## src/rtl/btle_scan_pkg.sv

```systemverilog
// Shared types and constants for the BLE advertising scan scheduler.
// State encoding, advertising-channel defaults and channel index helpers.
package btle_scan_pkg;

    typedef enum logic [2:0] {
        IDLE,
        TUNE,
        LISTEN,
        RECEIVE,
        REPORT
    } scan_state_e;

    localparam logic [31:0] ADV_ACCESS_ADDRESS = 32'h8E89BED6;
    localparam logic [23:0] ADV_CRC_INIT       = 24'h555555;

    localparam logic [5:0] ADV_CH37 = 6'd37;
    localparam logic [5:0] ADV_CH38 = 6'd38;
    localparam logic [5:0] ADV_CH39 = 6'd39;

    // Index 0/1/2 maps onto advertising channel 37/38/39.
    function automatic logic [5:0] adv_idx_to_chan(input logic [1:0] idx);
        return ADV_CH37 + {4'd0, idx};
    endfunction

endpackage

```

## src/rtl/btle_adv_channel_sel.sv

```systemverilog
// Combinational lookup of the next enabled advertising channel (ascending,
// 39 wraps to 37) and of the lowest enabled channel. An empty mask means all three.
module btle_adv_channel_sel
    import btle_scan_pkg::*;
#(
    parameter int CHANNEL_NUMBER_BIT_WIDTH = 6
) (
    input  logic [CHANNEL_NUMBER_BIT_WIDTH-1:0] cur_chan_i,
    input  logic [2:0]                          mask_i,
    output logic [CHANNEL_NUMBER_BIT_WIDTH-1:0] next_chan_o,
    output logic [CHANNEL_NUMBER_BIT_WIDTH-1:0] first_chan_o
);

    localparam int CW = CHANNEL_NUMBER_BIT_WIDTH;

    logic [2:0] eff_mask;
    logic [1:0] cur_idx;
    logic [1:0] next_idx;
    logic [1:0] first_idx;

    // The last candidate is always enabled when the earlier two are not,
    // because the effective mask is never empty.
    function automatic logic [1:0] pick(input logic [2:0] m, input logic [1:0] a,
                                        input logic [1:0] b, input logic [1:0] c);
        if (m[a]) return a;
        if (m[b]) return b;
        return c;
    endfunction

    always_comb begin
        eff_mask = (mask_i == 3'b000) ? 3'b111 : mask_i;

        if (cur_chan_i == CW'(ADV_CH38)) begin
            cur_idx = 2'd1;
        end else if (cur_chan_i == CW'(ADV_CH39)) begin
            cur_idx = 2'd2;
        end else begin
            cur_idx = 2'd0;
        end

        case (cur_idx)
            2'd0:    next_idx = pick(eff_mask, 2'd1, 2'd2, 2'd0);
            2'd1:    next_idx = pick(eff_mask, 2'd2, 2'd0, 2'd1);
            default: next_idx = pick(eff_mask, 2'd0, 2'd1, 2'd2);
        endcase

        first_idx = pick(eff_mask, 2'd0, 2'd1, 2'd2);
    end

    assign next_chan_o  = CW'(adv_idx_to_chan(next_idx));
    assign first_chan_o = CW'(adv_idx_to_chan(first_idx));

endmodule

```

## src/rtl/btle_adv_scan_ctrl.sv

```systemverilog
// Scan scheduler driving btle_rx_core across advertising channels 37/38/39.
// Optional macro BTLE_SCAN_STATS_EN adds saturating packet / error counters.
module btle_adv_scan_ctrl
    import btle_scan_pkg::*;
#(
    parameter int CHANNEL_NUMBER_BIT_WIDTH = 6,
    parameter int LEN_UNIQUE_BIT_SEQUENCE  = 32,
    parameter int CRC_STATE_BIT_WIDTH      = 24,
    parameter int WINDOW_BIT_WIDTH         = 20,
    parameter int SETTLE_CYCLES            = 16,
    parameter int PKT_TIMEOUT_CYCLES       = 40000
) (
    input  logic                                clk,
    input  logic                                rst,
    input  logic                                scan_en,
    input  logic [2:0]                          channel_mask,
    input  logic [WINDOW_BIT_WIDTH-1:0]         window_cycles,
    input  logic [LEN_UNIQUE_BIT_SEQUENCE-1:0]  access_address,
    input  logic [CRC_STATE_BIT_WIDTH-1:0]      crc_init,
    output logic [CHANNEL_NUMBER_BIT_WIDTH-1:0] channel_number,
    output logic [LEN_UNIQUE_BIT_SEQUENCE-1:0]  unique_bit_sequence,
    output logic [CRC_STATE_BIT_WIDTH-1:0]      crc_state_init_bit,
    output logic                                core_rst,
    output logic                                rx_iq_en,
    input  logic                                hit_flag,
    input  logic [6:0]                          payload_length,
    input  logic                                payload_length_valid,
    input  logic                                decode_end,
    input  logic                                crc_ok,
    output logic                                pkt_valid,
    output logic [5:0]                          pkt_channel,
    output logic [6:0]                          pkt_length,
    output logic                                pkt_crc_ok,
    output logic                                pkt_timeout,
    output logic                                busy,
    output logic [15:0]                         pkt_count,
    output logic [15:0]                         crc_err_count
);

    localparam int CW = CHANNEL_NUMBER_BIT_WIDTH;
    localparam int WW = WINDOW_BIT_WIDTH;
    localparam int SW = $clog2(SETTLE_CYCLES + 1);
    localparam int TW = $clog2(PKT_TIMEOUT_CYCLES + 1);

    scan_state_e state_q, state_d;
    logic [CW-1:0]                      chan_q, chan_d;
    logic [LEN_UNIQUE_BIT_SEQUENCE-1:0] aa_q, aa_d;
    logic [CRC_STATE_BIT_WIDTH-1:0]     crc_q, crc_d;
    logic [WW-1:0]                      win_q, win_d;
    logic [SW-1:0]                      settle_q, settle_d;
    logic [TW-1:0]                      to_cnt_q, to_cnt_d;
    logic [6:0]                         len_q, len_d;
    logic [5:0]                         rpt_chan_q, rpt_chan_d;
    logic [6:0]                         rpt_len_q, rpt_len_d;
    logic                               rpt_crc_q, rpt_crc_d;
    logic                               rpt_to_q, rpt_to_d;

    logic          enter_tune;
    logic          tune_first;
    logic [CW-1:0] next_chan;
    logic [CW-1:0] first_chan;
    logic [WW-1:0] win_load;
    logic [6:0]    len_now;

    btle_adv_channel_sel #(
        .CHANNEL_NUMBER_BIT_WIDTH(CW)
    ) u_chan_sel (
        .cur_chan_i  (chan_q),
        .mask_i      (channel_mask),
        .next_chan_o (next_chan),
        .first_chan_o(first_chan)
    );

    assign win_load = (window_cycles == '0) ? WW'(1) : window_cycles;
    assign len_now  = payload_length_valid ? payload_length : len_q;

    always_ff @(posedge clk or posedge rst) begin
        if (rst) begin
            state_q    <= IDLE;
            chan_q     <= CW'(ADV_CH37);
            aa_q       <= LEN_UNIQUE_BIT_SEQUENCE'(ADV_ACCESS_ADDRESS);
            crc_q      <= CRC_STATE_BIT_WIDTH'(ADV_CRC_INIT);
            win_q      <= '0;
            settle_q   <= '0;
            to_cnt_q   <= '0;
            len_q      <= '0;
            rpt_chan_q <= '0;
            rpt_len_q  <= '0;
            rpt_crc_q  <= 1'b0;
            rpt_to_q   <= 1'b0;
        end else begin
            state_q    <= state_d;
            chan_q     <= chan_d;
            aa_q       <= aa_d;
            crc_q      <= crc_d;
            win_q      <= win_d;
            settle_q   <= settle_d;
            to_cnt_q   <= to_cnt_d;
            len_q      <= len_d;
            rpt_chan_q <= rpt_chan_d;
            rpt_len_q  <= rpt_len_d;
            rpt_crc_q  <= rpt_crc_d;
            rpt_to_q   <= rpt_to_d;
        end
    end

    // The listen cycle in which hit_flag arrives still consumes window;
    // the counter then stays frozen through RECEIVE and REPORT.
    always_comb begin
        state_d    = state_q;
        chan_d     = chan_q;
        aa_d       = aa_q;
        crc_d      = crc_q;
        win_d      = win_q;
        settle_d   = settle_q;
        to_cnt_d   = to_cnt_q;
        len_d      = len_q;
        rpt_chan_d = rpt_chan_q;
        rpt_len_d  = rpt_len_q;
        rpt_crc_d  = rpt_crc_q;
        rpt_to_d   = rpt_to_q;
        enter_tune = 1'b0;
        tune_first = 1'b0;

        case (state_q)
            IDLE: begin
                if (scan_en) begin
                    aa_d       = access_address;
                    crc_d      = crc_init;
                    state_d    = TUNE;
                    enter_tune = 1'b1;
                    tune_first = 1'b1;
                end
            end
            TUNE: begin
                if (!scan_en) begin
                    state_d = IDLE;
                end else if (settle_q == SW'(SETTLE_CYCLES - 1)) begin
                    state_d = LISTEN;
                end else begin
                    settle_d = settle_q + SW'(1);
                end
            end
            LISTEN: begin
                if (!scan_en) begin
                    state_d = IDLE;
                end else begin
                    win_d = win_q - WW'(1);
                    if (hit_flag) begin
                        state_d  = RECEIVE;
                        to_cnt_d = '0;
                        len_d    = '0;
                    end else if (win_q <= WW'(1)) begin
                        state_d    = TUNE;
                        enter_tune = 1'b1;
                    end
                end
            end
            RECEIVE: begin
                len_d    = len_now;
                to_cnt_d = to_cnt_q + TW'(1);
                if (decode_end) begin
                    state_d    = REPORT;
                    rpt_chan_d = 6'(chan_q);
                    rpt_len_d  = len_now;
                    rpt_crc_d  = crc_ok;
                    rpt_to_d   = 1'b0;
                end else if (to_cnt_q == TW'(PKT_TIMEOUT_CYCLES - 1)) begin
                    state_d    = REPORT;
                    rpt_chan_d = 6'(chan_q);
                    rpt_len_d  = len_now;
                    rpt_crc_d  = 1'b0;
                    rpt_to_d   = 1'b1;
                end
            end
            REPORT: begin
                if (!scan_en) begin
                    state_d = IDLE;
                end else if (rpt_to_q || (win_q == '0)) begin
                    state_d    = TUNE;
                    enter_tune = 1'b1;
                end else begin
                    state_d = LISTEN;
                end
            end
            default: state_d = IDLE;
        endcase

        if (enter_tune) begin
            chan_d   = tune_first ? first_chan : next_chan;
            win_d    = win_load;
            settle_d = '0;
        end
    end

    assign channel_number      = chan_q;
    assign unique_bit_sequence = aa_q;
    assign crc_state_init_bit  = crc_q;
    assign core_rst            = (state_q == IDLE) || (state_q == TUNE);
    assign rx_iq_en            = (state_q == LISTEN);
    assign busy                = (state_q != IDLE);
    assign pkt_valid           = (state_q == REPORT);
    assign pkt_channel         = rpt_chan_q;
    assign pkt_length          = rpt_len_q;
    assign pkt_crc_ok          = rpt_crc_q;
    assign pkt_timeout         = rpt_to_q;

`ifdef BTLE_SCAN_STATS_EN
    logic [15:0] pkt_cnt_q;
    logic [15:0] err_cnt_q;

    always_ff @(posedge clk or posedge rst) begin
        if (rst) begin
            pkt_cnt_q <= '0;
            err_cnt_q <= '0;
        end else if (pkt_valid) begin
            if (pkt_cnt_q != 16'hFFFF) begin
                pkt_cnt_q <= pkt_cnt_q + 16'd1;
            end
            if ((!rpt_crc_q || rpt_to_q) && (err_cnt_q != 16'hFFFF)) begin
                err_cnt_q <= err_cnt_q + 16'd1;
            end
        end
    end

    assign pkt_count     = pkt_cnt_q;
    assign crc_err_count = err_cnt_q;
`else
    assign pkt_count     = 16'd0;
    assign crc_err_count = 16'd0;
`endif

endmodule

```

## config.mk

```make
export PLATFORM = sky130hd
export DESIGN_NAME = btle_adv_scan_ctrl
export DESIGN_NICKNAME = d
export VERILOG_FILES = /design/src/rtl/btle_scan_pkg.sv /design/src/rtl/btle_adv_channel_sel.sv /design/src/rtl/btle_adv_scan_ctrl.sv
export SDC_FILE = /design/constraint.sdc
export NUM_CORES = 1
export LEC_CHECK = 0
export CAP_MARGIN = 20
export CORE_ASPECT_RATIO = 2
export CORE_MARGIN = 2
export CORE_UTILIZATION = 45
export DETAILED_ROUTE_END_ITERATION = 10
export GPL_ROUTABILITY_DRIVEN = 1
export PLACE_DENSITY = 0.78
export SLEW_MARGIN = 5
export SYNTH_ARGS = -nofsm -noshare
export SYNTH_HDL_FRONTEND = slang
export SYNTH_HIERARCHICAL = 1
export SYNTH_SLANG_ARGS = --single-unit
```

## constraint.sdc

```tcl
create_clock -name clk -period 7.4 [get_ports clk]
set_input_delay 1.48 -clock clk [delete_from_list [all_inputs] [get_ports clk]]
set_output_delay 1.48 -clock clk [all_outputs]
set_load 0.05 [all_outputs]
```

; ---- Yosys cells after proc, flatten, opt, wreduce, memory -nomap -nowiden
; Cells that the tools add are included.
[classes]
n_reduce_logical = 20
muxes = 74
order_cmp = 1
eq_ne = 16
n_addsub = 5
[op_table]
columns = op, count
row1 = 20-bit 2-to-1 mux, 4
row2 = 20-bit logical NOT, 2
row3 = 2-bit 2-to-1 mux, 18
row4 = 7-bit 2-to-1 mux, 5
row5 = 16-bit 2-to-1 mux, 2
row6 = 16-bit one-hot mux with 2 select lines, 1
row7 = 3-bit 2-to-1 mux, 9
row8 = 1-bit 2-to-1 mux, 24
row9 = 20-bit by 1-bit <= comparator with 1-bit output (second input constant), 1
row10 = 5-bit 2-to-1 mux, 4
row11 = 20-bit by 1-bit subtractor with 20-bit output (second input constant), 1
row12 = 6-bit 2-to-1 mux, 3
row13 = 16-bit by 1-bit adder with 16-bit output (second input constant), 1
row14 = 16-bit equality test (second input constant), 1
row15 = 3-bit one-hot mux with 5 select lines, 1
row16 = 7-bit one-hot mux with 2 select lines, 1
row17 = 6-bit by 2-bit adder with 6-bit output (first input constant), 2
row18 = 6-bit equality test (second input constant), 2
row19 = 2-bit nonzero test, 5
row20 = 3-bit by 2-bit equality test with 1-bit output (second input constant), 2
row21 = 3-bit logical NOT, 2
row22 = 2-bit != test (second input constant), 3
row23 = 3-bit != test (second input constant), 2
row24 = 2-bit AND reduction, 3
row25 = other kinds (15), 17
[word_totals]
inputBits = 93
reg_bits = 128
out_inout_bits = 113

; ---- Logic depth before layout (Yosys ltp)
[logic_depth]
word_depth = 13
ltp_mapped = 7
depth_no_buf = 7

; ---- Cells and area by module
; The synthesis kept the hierarchy.
[by_module_without_submodules]
columns = module, instances, area_each_um2, cells_each
row1 = btle_adv_scan_ctrl, 1, 6135.9, 486
row2 = btle_adv_channel_sel, 1, 193.9, 27

; ---- Least setup slack after synthesis
; OpenSTA, ideal clock, no wires.
[synth_path]
path_kind = register to output
startpoint = reg state_q[1]
endpoint = out busy
setup_slack_ns = 4.104
n_path_buf = 1
t_required_ns = 5.920
arrival_ns = 1.816
path_stages_with_launch = 4
path_cell_list = dfrtp_1 > clkbuf_1 > nor2_1 > nand2_1
[synth_between]
elab_chain_len = 1
[synth_rtl]
columns = element, line
row1 = start: declaration, btle_adv_scan_ctrl.sv:45  ; scan_state_e state_q, state_d;
row2 = start signal: assignment, btle_adv_scan_ctrl.sv:92  ; state_q <= state_d;
row3 = 3-bit nonzero test, btle_adv_scan_ctrl.sv:201  ; assign busy = (state_q != IDLE);
row4 = end: declaration, btle_adv_scan_ctrl.sv:35  ; output logic busy,
; Every way passes these cells.

; ---- Worst setup path after layout
[layout_path]
startpoint = in scan_en
endpoint = reg aa_q[0], in the netlist unique_bit_sequence[0]
[layout_between]
elab_chain_len = 1
[layout_rtl]
columns = element, line
row1 = start: declaration, btle_adv_scan_ctrl.sv:15  ; input logic scan_en,
row2 = 2-bit AND reduction (no line), n/a
row3 = end signal: assignment, btle_adv_scan_ctrl.sv:81  ; aa_q <= LEN_UNIQUE_BIT_SEQUENCE'(ADV_ACCESS_ADDRESS);
row4 = end: declaration, btle_adv_scan_ctrl.sv:47  ; logic [LEN_UNIQUE_BIT_SEQUENCE-1:0] aa_q, aa_d;
; Every way passes these cells.
; A chain may end at the register's enable or synchronous reset.

==> summary.md <==
| Metric | Value |
|---|---|
| Number of synthesized flops with an enable pin | `0` |
| Cell count after synthesis | `513` |
| Number of buffers created by CTS | `17` |
| DRT Pass-1 Iters | `4` |
| Slowest-stage cell, CP | `nor2_4` |
| Core outline area | `0.0138 mm2` |
| DP HPWL | `11100 um` |
| Highest Clock Rate | `273 MHz` |
| CTS root buf | `clkbuf_16` |
| Status | `completed` |
| Part of the cycle the worst path needs | `0.495` |
| Slowest stage delay, CP | `0.59 ns` |
| Final core utilization | `0.631` |
| Critical path capture point type | `register` |
| Library cells used by synthesis | `53` |
| RSZ-0062 raised after global routing | `no` |
| Largest net degree at the start of global routing | `76` |
| Worst Setup Start Kind | `input pin` |
| Initial core utilization | `0.458` |
| TritonCTS clock tree | `done` |
| Pwr Density | `496 mW/mm2` |
| Layout Cells excl Fill | `891` |
| Placed Instances | `859` |
| Clock Path Buffers | `2` |
| Register area share after synthesis | `0.513` |
| Rows | `61` |
| Post-Syn Area | `0.00633 mm2` |
| Postcts setup bufs | `0` |
| Async SR Flop Fraction | `1.00` |
| WL final | `15100 um` |
| Antenna Nets Post-Route | `0` |
| Reg clk slew, reported paths | `0.06 ns` |
| Max_cap viols | `0` |
| Synth warn | `6` |
| IO buf count | `173` |
| Drt drc | `0` |
| Endpoints failing setup | `0` |
| Vias | `4550` |
| R2R cell count | `6` |
| Max rail drop VDD | `0.344 mV` |
| Nets | `790` |
| # IOs | `206` |
| Total Routing Usage GR | `0.204` |
| P&R area growth vs syn | `37.7%` |
| H-Tree Depth | `4` |
| CP cell instances | `clkdlybuf4s50_1, nand2b_1, nand2b_1, nor2_4, buf_4, mux2_2` |
| Layout fillers | `1059` |
| Worst path most repeated cell | `nand2b_1` |
| Die ar. | `0.0151 mm2` |
| Hold buffer count at cts | `0` |
| Slew Limit Headroom | `0.370` |
| Lkg Pwr | `3.71 nW` |
| Worst r2r src | `win_q[13]` |
| Hold Path Origin | `len_q[6]` |
| Layout cell share with drive strength beyond 1 | `0.264` |
| Worst skew pair latency | `0.41 ns` |
| Worst hold path type | `register to register` |
| Clock Skew | `0.0108 ns` |
| Post-CTS sizing | `0` |
| Overflow after GRT | `0` |
| First-pass GRT wire length | `23700 um` |
| Final min period | `3.67 ns` |
| Worst EP arrival | `3.96 ns` |
| Routed length per instance | `16.9 um` |
| Syn_area_per_cell | `12.3 um2` |
| Final Hold Fails | `0` |
| Worst-Margin Slew | `0.946 ns` |
| #FFs+latches synth | `128` |
| Number of global-route vias before repair | `4866` |
| Final RePlAce weighted congestion | `0.828` |
| Clock sink count | `128` |
| Vias per cell | `5.11` |
| Die W | `87.9 um` |
| Hold_ws | `0.501 ns` |
| Worst hold path cell count | `1` |
| R2R setup slack | `4.64 ns` |
| RR Endpoint | `win_q[13]` |
| Ant. Diodes | `0` |
| Predominant post-synthesis flop cell | `dfrtp_1` |
| Initial antenna violation count | `0` |
| Slew Limit Fails | `0` |
| Crit Path Class | `input pin to register` |
| CP Max Fanout | `38` |
| Worst Path Required | `7.69 ns` |
| Die Ht | `172 um` |
| DR iter-0 viols | `229` |
| Hold endpoint | `len_q[6]` |
| Final setup TNS | `0 ns` |
==> cell families after synthesis <==
| logic type | Yosys count | share of synthesized area |
|---|---|---|
| and+or+nand+nor | 129 | 0.112 |
| DFF | 128 | 0.513 |
| muxes | 111 | 0.210 |
| buffers and inverters | 67 | 0.0656 |
| AOI/OAI and AO/OA | 38 | 0.0427 |
| xor gates and xnor gates | 29 | 0.0401 |
| adders and majority gates | 8 | 0.0158 |
| other | 3 | 0.00178 |
==> metal layers <==
layer,global-route usage,vias to the layer above,part of all wire
met1,0.211,2237,0.35
li1,-,2105,-
met3,0.0518,20,0.065
met4,0.0789,0,0.017
met5,0,-,0
met2,0.381,188,0.57
==> final cells by class <==
cell class / count / area (um2) / area share
Timing Repair Buffer: 179 / 1780 / 0.204
Sequential cell: 128 / 3240 / 0.372
Clock inverter: 14 / 169 / 0.0194
Tap cell: 189 / 236 / 0.0271
Multi-Input combinational cell: 351 / 2810 / 0.323
Clock buffer: 18 / 429 / 0.0492
Inverter: 12 / 47.5 / 0.00546
==> how the worst max path moves through the flow <==
stage	cells after the start	to	slack (ns)	startpoint
floorplan	1	channel_number[1]	2.56	rst
global placement	6	unique_bit_sequence[0]	3.40	scan_en
detailed placement	6	unique_bit_sequence[0]	3.32	scan_en
CTS	6	unique_bit_sequence[0]	3.73	scan_en
global route	6	crc_state_init_bit[17]	3.58	scan_en
finish	6	unique_bit_sequence[0]	3.73	scan_en
==> cell usage in the layout (no fill, tap or decap), types with 8 or more instances in the layout <==
| master | count |
|---|---|
| xor2_1 | 19 |
| mux2_4 | 22 |
| xnor2_1 | 10 |
| nor4_1 | 18 |
| dfrtp_1 | 95 |
| nor2_1 | 22 |
| clkbuf_16 | 17 |
| inv_1 | 11 |
| nand2_1 | 25 |
| clkdlybuf4s50_1 | 173 |
| ha_1 | 8 |
| nand3_1 | 10 |
| dfstp_2 | 33 |
| conb_1 | 36 |
| nor3_1 | 13 |
| mux2_2 | 85 |
==> worst max-delay path, delay by kind of cell <==
family                 cells  cell delay (ns)
buffers and inverters      2             1.11
multiplexers               1             0.39
AND/OR/NAND/NOR            3             0.94
==> state kept, by name, indices dropped and copies added (netlist names) <==
register and flops:
to_cnt_q 16, pkt_timeout 1, crc_state_init_bit 24, len_q 7
state_q 3, pkt_crc_ok 1, unique_bit_sequence 32, pkt_length 7
settle_q 5, pkt_channel 6, channel_number 6, win_q 20
==> per-stage QoR <==
stage	area, um2	worst slack (ns)	total power [W]
2_1_floorplan	6450	2.56	0.00283
3_3_place_gp	8120	3.40	0.00341
3_5_place_dp	8120	3.32	0.00349
4_1_cts	8720	3.73	0.00435
5_1_grt	8720	3.58	0.00453
6_report	8720	3.73	0.00432
==> power by group <==
group / switching [W] / total (W) / internal, W
Sequential: 0.000249 / 0.00134 / 0.00109
Combinational: 0.00127 / 0.00213 / 0.000865
Clock: 0.000339 / 0.000848 / 0.000509
Total: 0.00186 / 0.00432 / 0.00246
==> synthesized netlist by cell type (2+ instances only) <==
cell type  count  area share
a21oi_1        7      0.0055
a22o_1         7      0.0097
a31oi_1        2      0.0020
and2_1         5      0.0049
and3_1         4      0.0040
buf_2          5      0.0040
buf_4         36       0.043
buf_6          3      0.0053
clkbuf_1      11      0.0065
conb_1         3      0.0018
dfrtp_1       95        0.38
dfstp_2       33        0.14
ha_1           8       0.016
inv_1         12      0.0071
mux2_2        85        0.15
mux2_4        22       0.052
mux2i_1        4      0.0063
nand2_1       25       0.015
nand2b_1       3      0.0030
nand3_1       10      0.0079
nand3b_1       3      0.0036
nand4_1        5      0.0049
nor2_1        23       0.014
nor2b_1        3      0.0030
nor3_1        13       0.010
nor4_1        18       0.018
nor4b_1        3      0.0042
o211ai_1       2      0.0024
o21ai_0        7      0.0055
o31ai_1        3      0.0036
or3_1          3      0.0030
or4_4          2      0.0036
xnor2_1       10       0.014
xor2_1        19       0.026
(Power assumes the default switching activity.)
